<file path="config.mk">
export PLATFORM = sky130hd
export DESIGN_NAME = conversor_bcd_serial
export DESIGN_NICKNAME = d
export VERILOG_FILES = /design/src/rtl/conversor_bcd_serial_pkg.sv /design/src/rtl/conversor_bcd_corrige_bcd.sv /design/src/rtl/conversor_bcd_serial.sv
export SDC_FILE = /design/constraint.sdc
export NUM_CORES = 1
export LEC_CHECK = 0
export ABC_AREA = 0
export CAP_MARGIN = 20
export CORE_MARGIN = 2
export CORE_UTILIZATION = 54
export DETAILED_ROUTE_END_ITERATION = 12
export GPL_ROUTABILITY_DRIVEN = 0
export PLACE_DENSITY = 0.84
export SETUP_SLACK_MARGIN = 0.1
export SYNTH_ARGS = -nofsm -noshare
export SYNTH_HDL_FRONTEND = slang
export SYNTH_SLANG_ARGS = --single-unit
</file>
<file path="constraint.sdc">
create_clock -name clock -period 3.19 [get_ports clock]
set_input_delay 0.957 -clock clock [delete_from_list [all_inputs] [get_ports clock]]
set_output_delay 0.957 -clock clock [all_outputs]
set_load 0.02 [all_outputs]
</file>
<file path="src/rtl/conversor_bcd_serial_pkg.sv">
// Shared constants and state encoding for the serial binary-to-BCD converter.
// Widths and thresholds used by the top level and the digit corrector.
package conversor_bcd_serial_pkg;

    typedef enum logic [1:0] {
        OCIOSO  = 2'd0,
        DESLOCA = 2'd1,
        FIM     = 2'd2
    } estado_t;

    localparam int BITS   = 14;
    localparam int MAXIMO = 9999;
    localparam int LIMIAR = 5;
    localparam int AJUSTE = 3;

endpackage

</file>
<file path="src/rtl/conversor_bcd_corrige_bcd.sv">
// One double-dabble digit correction: adds 3 to a BCD nibble that is 5 or more.
// Purely combinational, zero latency, no flow control.
module corrige_bcd
    import conversor_bcd_serial_pkg::*;
(
    input  logic [3:0] digito,
    output logic [3:0] corrigido
);

    assign corrigido = (digito >= 4'(LIMIAR)) ? digito + 4'(AJUSTE) : digito;

endmodule

</file>
<file path="src/rtl/conversor_bcd_serial.sv">
// Iterative 32-bit to 4-digit BCD converter with saturation at MAXIMO and start/done handshake.
// 14 edges from accept to valid outputs; inicio is ignored while ocupado is high.
module conversor_bcd_serial #(
    parameter int BITS   = conversor_bcd_serial_pkg::BITS,
    parameter int MAXIMO = conversor_bcd_serial_pkg::MAXIMO
) (
    input  logic        clock,
    input  logic        reset,
    input  logic        inicio,
    input  logic [31:0] entrada,
    output logic        ocupado,
    output logic        pronto,
    output logic        estouro,
    output logic [3:0]  saida1,
    output logic [3:0]  saida2,
    output logic [3:0]  saida3,
    output logic [3:0]  saida4
);
    import conversor_bcd_serial_pkg::*;

    localparam logic [BITS-1:0] OPERANDO_MAX = BITS'(MAXIMO);
    localparam logic [3:0]      ULTIMA       = 4'(BITS - 1);

    estado_t         estado;
    estado_t         proximo;
    logic [3:0]      contador;
    logic [BITS-1:0] operando;
    logic [15:0]     scratch;
    logic [15:0]     corrigido;
    logic [15:0]     deslocado;
    logic            pendente;

    for (genvar i = 0; i < 4; i++) begin : g_corrige
        corrige_bcd u_corrige (
            .digito    (scratch[4*i +: 4]),
            .corrigido (corrigido[4*i +: 4])
        );
    end

    // Correct every digit first, then shift the next operand bit into the units.
    assign deslocado = {corrigido[14:0], operando[BITS-1]};

    always_comb begin
        proximo = estado;
        case (estado)
            OCIOSO:  if (inicio) proximo = DESLOCA;
            DESLOCA: if (contador == ULTIMA) proximo = FIM;
            FIM:     proximo = OCIOSO;
            default: proximo = OCIOSO;
        endcase
    end

    assign ocupado = (estado != OCIOSO);
    assign pronto  = (estado == FIM);

    always_ff @(posedge clock) begin
        if (reset) begin
            estado   <= OCIOSO;
            contador <= '0;
            operando <= '0;
            scratch  <= '0;
            pendente <= 1'b0;
            estouro  <= 1'b0;
            saida1   <= '0;
            saida2   <= '0;
            saida3   <= '0;
            saida4   <= '0;
        end else begin
            estado <= proximo;
            case (estado)
                OCIOSO: begin
                    if (inicio) begin
                        contador <= '0;
                        scratch  <= '0;
                        if (entrada > 32'(MAXIMO)) begin
                            operando <= OPERANDO_MAX;
                            pendente <= 1'b1;
                        end else begin
                            operando <= entrada[BITS-1:0];
                            pendente <= 1'b0;
                        end
                    end
                end
                DESLOCA: begin
                    scratch  <= deslocado;
                    operando <= {operando[BITS-2:0], 1'b0};
                    contador <= contador + 4'd1;
                    if (contador == ULTIMA) begin
                        saida1  <= deslocado[3:0];
                        saida2  <= deslocado[7:4];
                        saida3  <= deslocado[11:8];
                        saida4  <= deslocado[15:12];
                        estouro <= pendente;
                    end
                end
                default: ;
            endcase
        end
    end

endmodule
</file>
==> results_dict.tcl, run 1 <==
set metrics [dict create \
    run_status "finished clean" \
    cts_tree "yes" \
    grt_antenna_before_repair 0 \
    grt_pass1_vias 2073 \
    cts_setup_buffers 0 \
    power_leakage_nw 1.05 \
    clkLatencyLatePin_ps 300 \
    final_period_minus_worst_setup_slack_ps 2680 \
    dp.final_hpwl_mm 4.12 \
    reg2reg_to "saida2[0]" \
    finClkSkew_ps 6.77 \
    row_count 25 \
    worstSetupStartpoint "entrada[29]" \
    final_nets 382 \
    ant_nets 0 \
    route.vias.total 2267 \
    io_buffers 53 \
    placeableCoreArea_um2 4660 \
    flow.area_growth_from_synthesis_pct 24.4 \
    drt_iter0_drc 106 \
    synth_cells 287 \
    cts-root-buf "clkbuf_8" \
    postLayoutCoreUtil 0.683 \
    grt.overflow.total 0 \
    stdcell_count 391 \
    critPathRequiredTime_ps 3390 \
    hold_ws_ps 470 \
    synth-warning-count 0 \
    yosys.area.top_type "dfxtp_1" \
    drive_gt1_frac 0.0801 \
    fp.dieH_um 72.9 \
    maxCapViolCount 0 \
    n_antenna_cell 0 \
    cts_hold_buf 0 \
    fraction_of_registers_with_async_set_or_reset_after_synthesis 0 \
    final.period_utilization 0.840 \
    timing.hold.worst_path_depth 2 \
    floorplan.io_pins 54 \
    final_cell_area_um2 3180 \
    yosysSeqAreaShare 0.422 \
    worst_hold_end "operando[9]" \
    slew_viol_final 0 \
    grt_setup_unrepaired "false" \
    ctsHtreeMaxLevel 2 \
    total_power_mw 1.20 \
    drt-wirelength-per-cell_um 14.0 \
    cts-root-to-sink-buffers 2 \
    post_synth.cell_area_avg_um2 8.92 \
    synthMostInstantiatedCell "dfxtp_1" \
    mappedNetlistArea_um2 2560 \
    syn-num-nets 332 \
    synth_top_cells_by_area "dfxtp_1, ha_1, a21oi_1, nand2b_1, nand2_1" \
    critical_path.startpoint_type "primary input" \
    setup-violations-final 0 \
    tritoncts.num_buffers 5 \
    launching_point_of_the_worst_reg2reg_path "estado[0]" \
    final.setup.worst_slack_ps 509 \
    track_usage 0.226 \
    die_width_um 72.9 \
    criticalPathCategory "in -> reg" \
    placed_cells_incl_taps 384 \
    max_slew_margin 0.490 \
    cts.reportedPaths.clkPinSlew_ps 90 \
    power.density_nw_per_um2 377 \
    fin_tns_setup_ps 0 \
    timing.critical_path.arrival_ps 2880 \
    first_pass_grt_wire_length_mm 9.38 \
    start_util 0.549 \
    drt-pass1-iter-count 4 \
    drc 0 \
    synth_top_flop_cell "dfxtp_1" \
    pin_count_of_the_biggest_net_entering_global_routing 21 \
    cts_resized 0 \
    final_hold_viol_count 0 \
    timing.critical_path.to_type "flip-flop" \
    ys_types 38 \
    r2r_slack_ps 1020 \
    yosysTopAreaCellShare 0.422 \
    critical_path_peak_fanout 12 \
    routed_wl_mm 5.49 \
    timing.fmax_ghz 0.373 \
    post-place-ws_ps 216 \
    synth-edff-count 0 \
    hold_path_startpoint "operando[9]" \
    postPlaceCellArea_um2 3100 \
    reg2regPathDepth 5 \
    yosys_register_bits 54 \
    fp.dieArea_um2 5310 \
    route.detailed.vias_per_inst 5.80 \
    hold_path.class "reg -> reg" \
    peakVddDrop_uv 221 \
    post_synth_most_frequent_cells "dfxtp_1, nand2_1, nor2_1" \
    clock-sinks 54 \
    max_slew.worst_pin.slew_ps 762 \
]
==> worst max-delay path, cell delays in order <==
cell and delay [ps]:
clkdlybuf4s50_1 410, nor4_1 310, nand3_1 340, or4_1 670, o21a_1 200
==> how the worst max path moves through the flow <==
stage / endpoint / slack, ps / cells past startpoint
finish: operando[1] / 510 / 5
global route: operando[1] / 310 / 5
CTS: operando[1] / 530 / 5
detailed placement: operando[1] / 220 / 5
global placement: operando[2] / 300 / 5
floorplan: operando[5] / 970 / 5
==> power by group <==
| part | leakage, nW | total (mW) | internal (mW) | switching (mW) |
|---|---|---|---|---|
| logic | 0.575 | 0.138 | 0.0714 | 0.0665 |
| registers | 0.438 | 0.702 | 0.690 | 0.0117 |
| clock network | 0.0373 | 0.361 | 0.151 | 0.210 |
==> sequential cells by signal, indices dropped and copies added, names as in the netlist <==
register / cells
pendente: 1
saida1: 4
saida3: 4
estouro: 1
contador: 4
saida4: 4
estado: 2
operando: 14
saida2: 4
scratch: 16
==> cell families (layout without fill, tap and decap cells) <==
logic type	Yosys count	after routing	share of synthesized area
buf+inv	27	77	0.0562
simple gates	107	107	0.234
mux	7	7	0.0298
flops	54	54	0.422
fa+ha+maj	10	10	0.0489
xor+xnor	4	4	0.0137
compound gates	78	78	0.196
==> layout by cell type, fill, tap and decap left out, types with 3 or more instances in the layout <==
| master | Yosys | layout |
|---|---|---|
| xnor2_1 | 4 | 4 |
| mux2_2 | 5 | 5 |
| o31ai_1 | 9 | 9 |
| a211oi_1 | 7 | 7 |
| nor4_1 | 9 | 9 |
| nand2b_1 | 16 | 16 |
| nand2_1 | 25 | 25 |
| o21ai_0 | 9 | 9 |
| ha_1 | 10 | 10 |
| dfxtp_1 | 54 | 54 |
| nand3_1 | 7 | 7 |
| clkdlybuf4s50_1 | 0 | 53 |
| a31oi_1 | 6 | 6 |
| inv_1 | 10 | 10 |
| nor2_1 | 21 | 21 |
| clkbuf_8 | 0 | 5 |
| o21a_1 | 3 | 3 |
| nor3b_1 | 6 | 6 |
| or2_2 | 4 | 4 |
| a21oi_1 | 20 | 20 |
| or4b_1 | 4 | 4 |
| buf_4 | 0 | 7 |
| nand4_1 | 4 | 4 |
| o22ai_1 | 15 | 15 |
| a32o_1 | 4 | 4 |
==> layout make-up <==
cell class / count / area [um^2]
Tap cell: 54 / 67.6
Clock buffer: 6 / 72.6
Sequential cell: 54 / 1080
Timing Repair Buffer: 60 / 583
Fill cell: 385 / 1480
Inverter: 10 / 37.5
Multi-Input combinational cell: 206 / 1340
Clock inverter: 1 / 7.51
==> metal layers <==
layer	GRT usage	routed length, um	vias up
li1	-	-	1147
met1	0.319	2530	1039
met2	0.346	2580	75
met3	0.0414	291	6
met4	0.0802	89	0
met5	0	0	-
Power figures use the tool's default switching activity.
==> run 2, diff against run 1 <==
--- a/config.mk
+++ b/config.mk
@@ -8,10 +8,10 @@
 export ABC_AREA = 0
 export CAP_MARGIN = 20
 export CORE_MARGIN = 2
-export CORE_UTILIZATION = 54
+export CORE_UTILIZATION = 51
 export DETAILED_ROUTE_END_ITERATION = 12
 export GPL_ROUTABILITY_DRIVEN = 0
-export PLACE_DENSITY = 0.84
+export PLACE_DENSITY = 0.8
 export SETUP_SLACK_MARGIN = 0.1
 export SYNTH_ARGS = -nofsm -noshare
 export SYNTH_HDL_FRONTEND = slang
==> constraint.sdc (replaced) <==
create_clock -name clock -period 2.8 [get_ports clock]
set_input_delay 0.84 -clock clock [delete_from_list [all_inputs] [get_ports clock]]
set_output_delay 0.84 -clock clock [all_outputs]
set_load 0.02 [all_outputs]
==> run 2 against run 1 <==
Via count decreased by 0.84%; sequential cell count did not move; cell area is 1.5% higher; core utilization fell by 0.82 points; global-route usage decreased by 1.3 points; first-iteration DRC count fell by 4.7%; worst setup slack worse by 82 ps; sequential share of layout area down 0.49 points; combinational power up 15%; routed wire length up 3.7%; sequential power rose by 14%; hold slack worse by 3.9 ps; largest power group unchanged.
==> results_dict.tcl, run 2 (synthesis gave the netlist of run 1 again) <==
set metrics [dict create \
    run_status "finished clean" \
    drc 0 \
    clock-sinks 54 \
    cts_resized 0 \
    largest_reg_flops 16 \
    final_hold_viol_count 0 \
    cts-root-to-sink-buffers 2 \
    route.detailed.vias_per_inst 5.52 \
    cts-root-buf "clkbuf_8" \
    drt_iter0_drc 101 \
    hold_path_startpoint "operando[3]" \
    fin_tns_setup_ps 0 \
    peakVddDrop_uv 321 \
    registers_with_the_highest_flip_flop_counts "scratch: 16 flops, operando: 14 flops" \
    route.vias.total 2248 \
    io_buffers 53 \
    grt_setup_unrepaired "false" \
    fp.dieH_um 74.9 \
    worstSetupStartpoint "entrada[29]" \
    maxCapViolCount 0 \
    setup-violations-final 0 \
    final.period_utilization 0.847 \
    power.density_nw_per_um2 436 \
    launching_point_of_the_worst_reg2reg_path "estado[0]" \
    final_nets 384 \
    tritoncts.num_buffers 5 \
    pin_count_of_the_biggest_net_entering_global_routing 27 \
    ant_nets 0 \
    flow.area_growth_from_synthesis_pct 26.2 \
    cts.reportedPaths.clkPinSlew_ps 90 \
    track_usage 0.213 \
    grt_pass1_vias 2008 \
    criticalPathCategory "in -> reg" \
    cts_setup_buffers 0 \
    critical_path.startpoint_type "primary input" \
    cts_hold_buf 0 \
    die_width_um 74.9 \
    max_slew.worst_pin.slew_ps 771 \
    power_leakage_nw 1.07 \
    most_common_library_cell_in_the_layout_ignoring_fill_and_taps "dfxtp_1" \
    placeableCoreArea_um2 4790 \
    ctsHtreeMaxLevel 2 \
    grt.overflow.total 0 \
    hold_path.class "reg -> reg" \
    routed_wl_mm 5.69 \
    n_antenna_cell 0 \
    stdcell_count 407 \
    grt_antenna_before_repair 0 \
    final_period_minus_worst_setup_slack_ps 2370 \
    cts_tree "yes" \
    postLayoutCoreUtil 0.675 \
    largest_register "scratch" \
    clkLatencyLatePin_ps 310 \
    row_count 25 \
    first_pass_grt_wire_length_mm 9.09 \
    max_slew_margin 0.484 \
    timing.critical_path.arrival_ps 2570 \
    finClkSkew_ps 10.2 \
    timing.critical_path.to_type "flip-flop" \
    drt-pass1-iter-count 4 \
    dp.final_hpwl_mm 4.20 \
    floorplan.io_pins 54 \
    timing.fmax_ghz 0.422 \
    drive_gt1_frac 0.0912 \
    critPathRequiredTime_ps 3000 \
    placed_cells_incl_taps 399 \
    critical_path_peak_fanout 6 \
    drt-wirelength-per-cell_um 14.0 \
    fp.dieArea_um2 5600 \
    mostFrequentLayoutCells "dfxtp_1, clkdlybuf4s50_1, nand2_1" \
    start_util 0.535 \
    slew_viol_final 0 \
]
==> run 2: changes by cell type in the layout (fill, tap and decap cells not counted), sizes merged <==
| cell | delta |
|---|---|
| buf | +2 |
| clkinv | +1 |
==> run 2: worst paths after layout <==
kind | to | slack, ps | cells past startpoint
max reg2reg | saida1[1] | 1110 | 3
min | operando[3] | 470 | 2
max | operando[1] | 430 | 5
min reg2reg | operando[3] | 470 | 2
==> run 2: report_power, final <==
part / switching [mW] / internal, mW / total, mW / leakage (nW)
clock: 0.251 / 0.199 / 0.450 / 0.0472
combinational: 0.0765 / 0.0822 / 0.159 / 0.583
sequential: 0.0122 / 0.786 / 0.798 / 0.438
total: 0.340 / 1.07 / 1.41 / 1.07
==> run 2: stage by stage <==
step                      setup WS, ps  instance area, um^2  total power, mW  hold WS, ps
final                              428                 3230             1.41          466
after global routing               285                 3230             1.47          504
after CTS                          433                 3230             1.42          467
after detailed placement           111                 3140            0.974          445
after global placement             149                 3140            0.970          438
after floorplan                    699                 2560            0.900          425
==> run 2: final cells by class <==
| class | count | area [um^2] |
|---|---|---|
| well taps | 67 | 83.8 |
| clock buffers | 6 | 82.6 |
| clock inverters | 2 | 12.5 |
| multi-input cells | 206 | 1340 |
| flip-flops and latches | 54 | 1080 |
| repair buffers | 62 | 598 |
| fillers | 425 | 1560 |
| inverters | 10 | 37.5 |
==> run 2: layer usage <==
layer  vias to the layer above  part of all wire  routed length [um]  global-route usage
met1                      1036              0.44                2510               0.288
met3                         5             0.059                 333              0.0522
met5                         -                 0                   0                   0
li1                       1150                 -                   -                   -
met4                         0            0.0081                  46              0.0536
met2                        57              0.49                2800               0.344
==> run 2: worst max-delay path: stages <==
cell and delay (ps):
clkdlybuf4s50_1 400, nor4_1 280, nand3_1 220, or4_1 630, o21a_1 210
==> run 3, diff against run 2 <==
==> constraint.sdc (replaced) <==
create_clock -name clock -period 2.25 [get_ports clock]
set_input_delay 0.675 -clock clock [delete_from_list [all_inputs] [get_ports clock]]
set_output_delay 0.675 -clock clock [all_outputs]
set_load 0.02 [all_outputs]
==> run 3 against run 2 <==
Hold slack got worse by 2.4 ps; clock skew increased by 1.3 ps; cell count is 3.7% higher; routed wire length up 7.0%; critical endpoint is now operando[0].
==> results_dict.tcl, run 3 (synthesis gave the netlist of run 1 again) <==
set metrics [dict create \
    run_status "finished clean" \
    timing.critical_path.arrival_ps 2290 \
    power.density_nw_per_um2 526 \
    clock-sinks 54 \
    timing.critical_path.to_type "flip-flop" \
    critical_path_peak_fanout 6 \
    slew_viol_final 0 \
    n_antenna_cell 0 \
    cp.depth 5 \
    timing.fmax_ghz 0.478 \
    grt.overflow.total 0 \
    ctsHtreeMaxLevel 2 \
    floorplan.io_pins 54 \
    setup-violations-final 0 \
    flow.area_growth_from_synthesis_pct 33.3 \
    clkLatencyLatePin_ps 310 \
    registers_with_the_highest_flip_flop_counts "scratch: 16 flops, operando: 14 flops" \
    cts-root-to-sink-buffers 2 \
    route.detailed.vias_per_inst 5.54 \
    criticalPathCategory "in -> reg" \
    final_cell_area_um2 3410 \
    cts_tree "yes" \
    post-place-ws_ps -298 \
    drc 0 \
    finClkSkew_ps 11.4 \
    start_util 0.535 \
    fin_tns_setup_ps 0 \
    route.vias.total 2338 \
    first_pass_grt_wire_length_mm 9.74 \
    drt-wirelength-per-cell_um 14.4 \
    fp.dieArea_um2 5600 \
    row_count 25 \
    io_buffers 53 \
    peakVddDrop_uv 488 \
    pin_count_of_the_biggest_net_entering_global_routing 25 \
    track_usage 0.228 \
    reg2reg_to "operando[12]" \
    drt-pass1-iter-count 4 \
    routed_wl_mm 6.09 \
    critical_path.startpoint_type "primary input" \
    slowest_stage "or4_4" \
    largest_reg_flops 16 \
    reg2regPathDepth 6 \
    crit_path_cell_trace "clkdlybuf4s50_1 -> nor4_2 -> nand3_2 -> or4_4 -> o21a_1" \
    ant_nets 0 \
    final_period_minus_worst_setup_slack_ps 2090 \
    max_slew.worst_pin.slew_ps 666 \
    final_hold_viol_count 0 \
    fp.dieH_um 74.9 \
    drt_iter0_drc 122 \
    critical-path-max-stage-delay_ps 530 \
    cpLargestDelayFamily "simple AND/OR/NAND/NOR gates" \
    final_nets 399 \
    grt_setup_unrepaired "false" \
    tritoncts.num_buffers 5 \
    mostFrequentLayoutCells "dfxtp_1, clkdlybuf4s50_1, nand2_1" \
    cts-root-buf "clkbuf_8" \
    die_width_um 74.9 \
    final.period_utilization 0.930 \
    hold_path_startpoint "operando[9]" \
    cts.reportedPaths.clkPinSlew_ps 90 \
    maxCapViolCount 0 \
    most_common_library_cell_in_the_layout_ignoring_fill_and_taps "dfxtp_1" \
    hold_path.class "reg -> reg" \
    total_power_mw 1.79 \
    worst_hold_end "operando[9]" \
    max_slew_margin 0.552 \
    grt_antenna_before_repair 0 \
    critPathRequiredTime_ps 2450 \
    r2r_slack_ps 540 \
    drive_gt1_frac 0.158 \
    timing.hold.worst_path_depth 2 \
    placeableCoreArea_um2 4790 \
    postLayoutCoreUtil 0.713 \
    postPlaceCellArea_um2 3220 \
    power_leakage_nw 1.20 \
    dp.final_hpwl_mm 4.46 \
    grt_pass1_vias 2076 \
    worst-path-buf-inv 1 \
    largest_register "scratch" \
    launching_point_of_the_worst_reg2reg_path "estado[0]" \
    final.setup.worst_slack_ps 157 \
]
==> run 3: cell count changes in the layout (fill, tap and decap cells not counted), moves of 2 or more <==
cell,change
dlygate4sd2_1,+4
nor4_1,-4
clkinv_4,+2
dlymetal6s2s_1,+4
buf_4,+15
nor4_2,+4
or4b_1,-2
clkdlybuf4s50_1,-8
or4b_4,+2
==> run 3: per-layer routing <==
| metal | GRT usage | part of all wire | vias to the layer above |
|---|---|---|---|
| li1 | - | - | 1188 |
| met1 | 0.314 | 0.47 | 1088 |
| met2 | 0.365 | 0.48 | 55 |
| met3 | 0.0469 | 0.042 | 7 |
| met4 | 0.0635 | 0.010 | 0 |
| met5 | 0 | 0 | - |
==> run 3: how the worst max path moves through the flow <==
| stage | from | end | slack, ps |
|---|---|---|---|
| detailed placement | entrada[29] | operando[2] | -300 |
| global placement | entrada[23] | operando[2] | -210 |
| floorplan | entrada[29] | operando[5] | 310 |
| global route | entrada[20] | operando[7] | 110 |
| finish | entrada[29] | operando[0] | 160 |
| CTS | entrada[18] | operando[4] | 100 |
==> run 3: cell type report <==
type                            count  area, um^2
Clock buffer                        6        82.6
Inverter                           10        37.5
Timing Repair Buffer               77         716
Tap cell                           67        83.8
Fill cell                         383        1370
Clock inverter                      2        17.5
Sequential cell                    54        1080
Multi-Input combinational cell    206        1390
==> run 3: worst reg2reg max path: cells and delay by family (launching register included) <==
family                 cells  cell delay, ps
and+or+nand+nor            3             790
DFF                        1             400
buffers and inverters      2             340
AOI/OAI and AO/OA          1             100
==> run 3: power breakdown <==
group	switching [mW]	internal, mW	total, mW	leakage [nW]
registers	0.0166	0.978	0.995	0.438
logic	0.107	0.119	0.226	0.712
clock network	0.319	0.254	0.573	0.0514
total	0.443	1.35	1.79	1.20
==> run 3: metrics by stage <==
| stage | hold WS [ps] | std cells |
|---|---|---|
| after detailed placement | 445 | 410 |
| after global placement | 435 | 410 |
| after global routing | 495 | 422 |
| after floorplan | 425 | 287 |
| final | 463 | 422 |
| after CTS | 466 | 420 |
==> run 3: repair_timing <==
action                     CTS  global route
pin swaps                    2             6
resized for setup           10             9
hold buffers                 0             0
buffers inserted             2             2
setup endpoints to repair    9             8
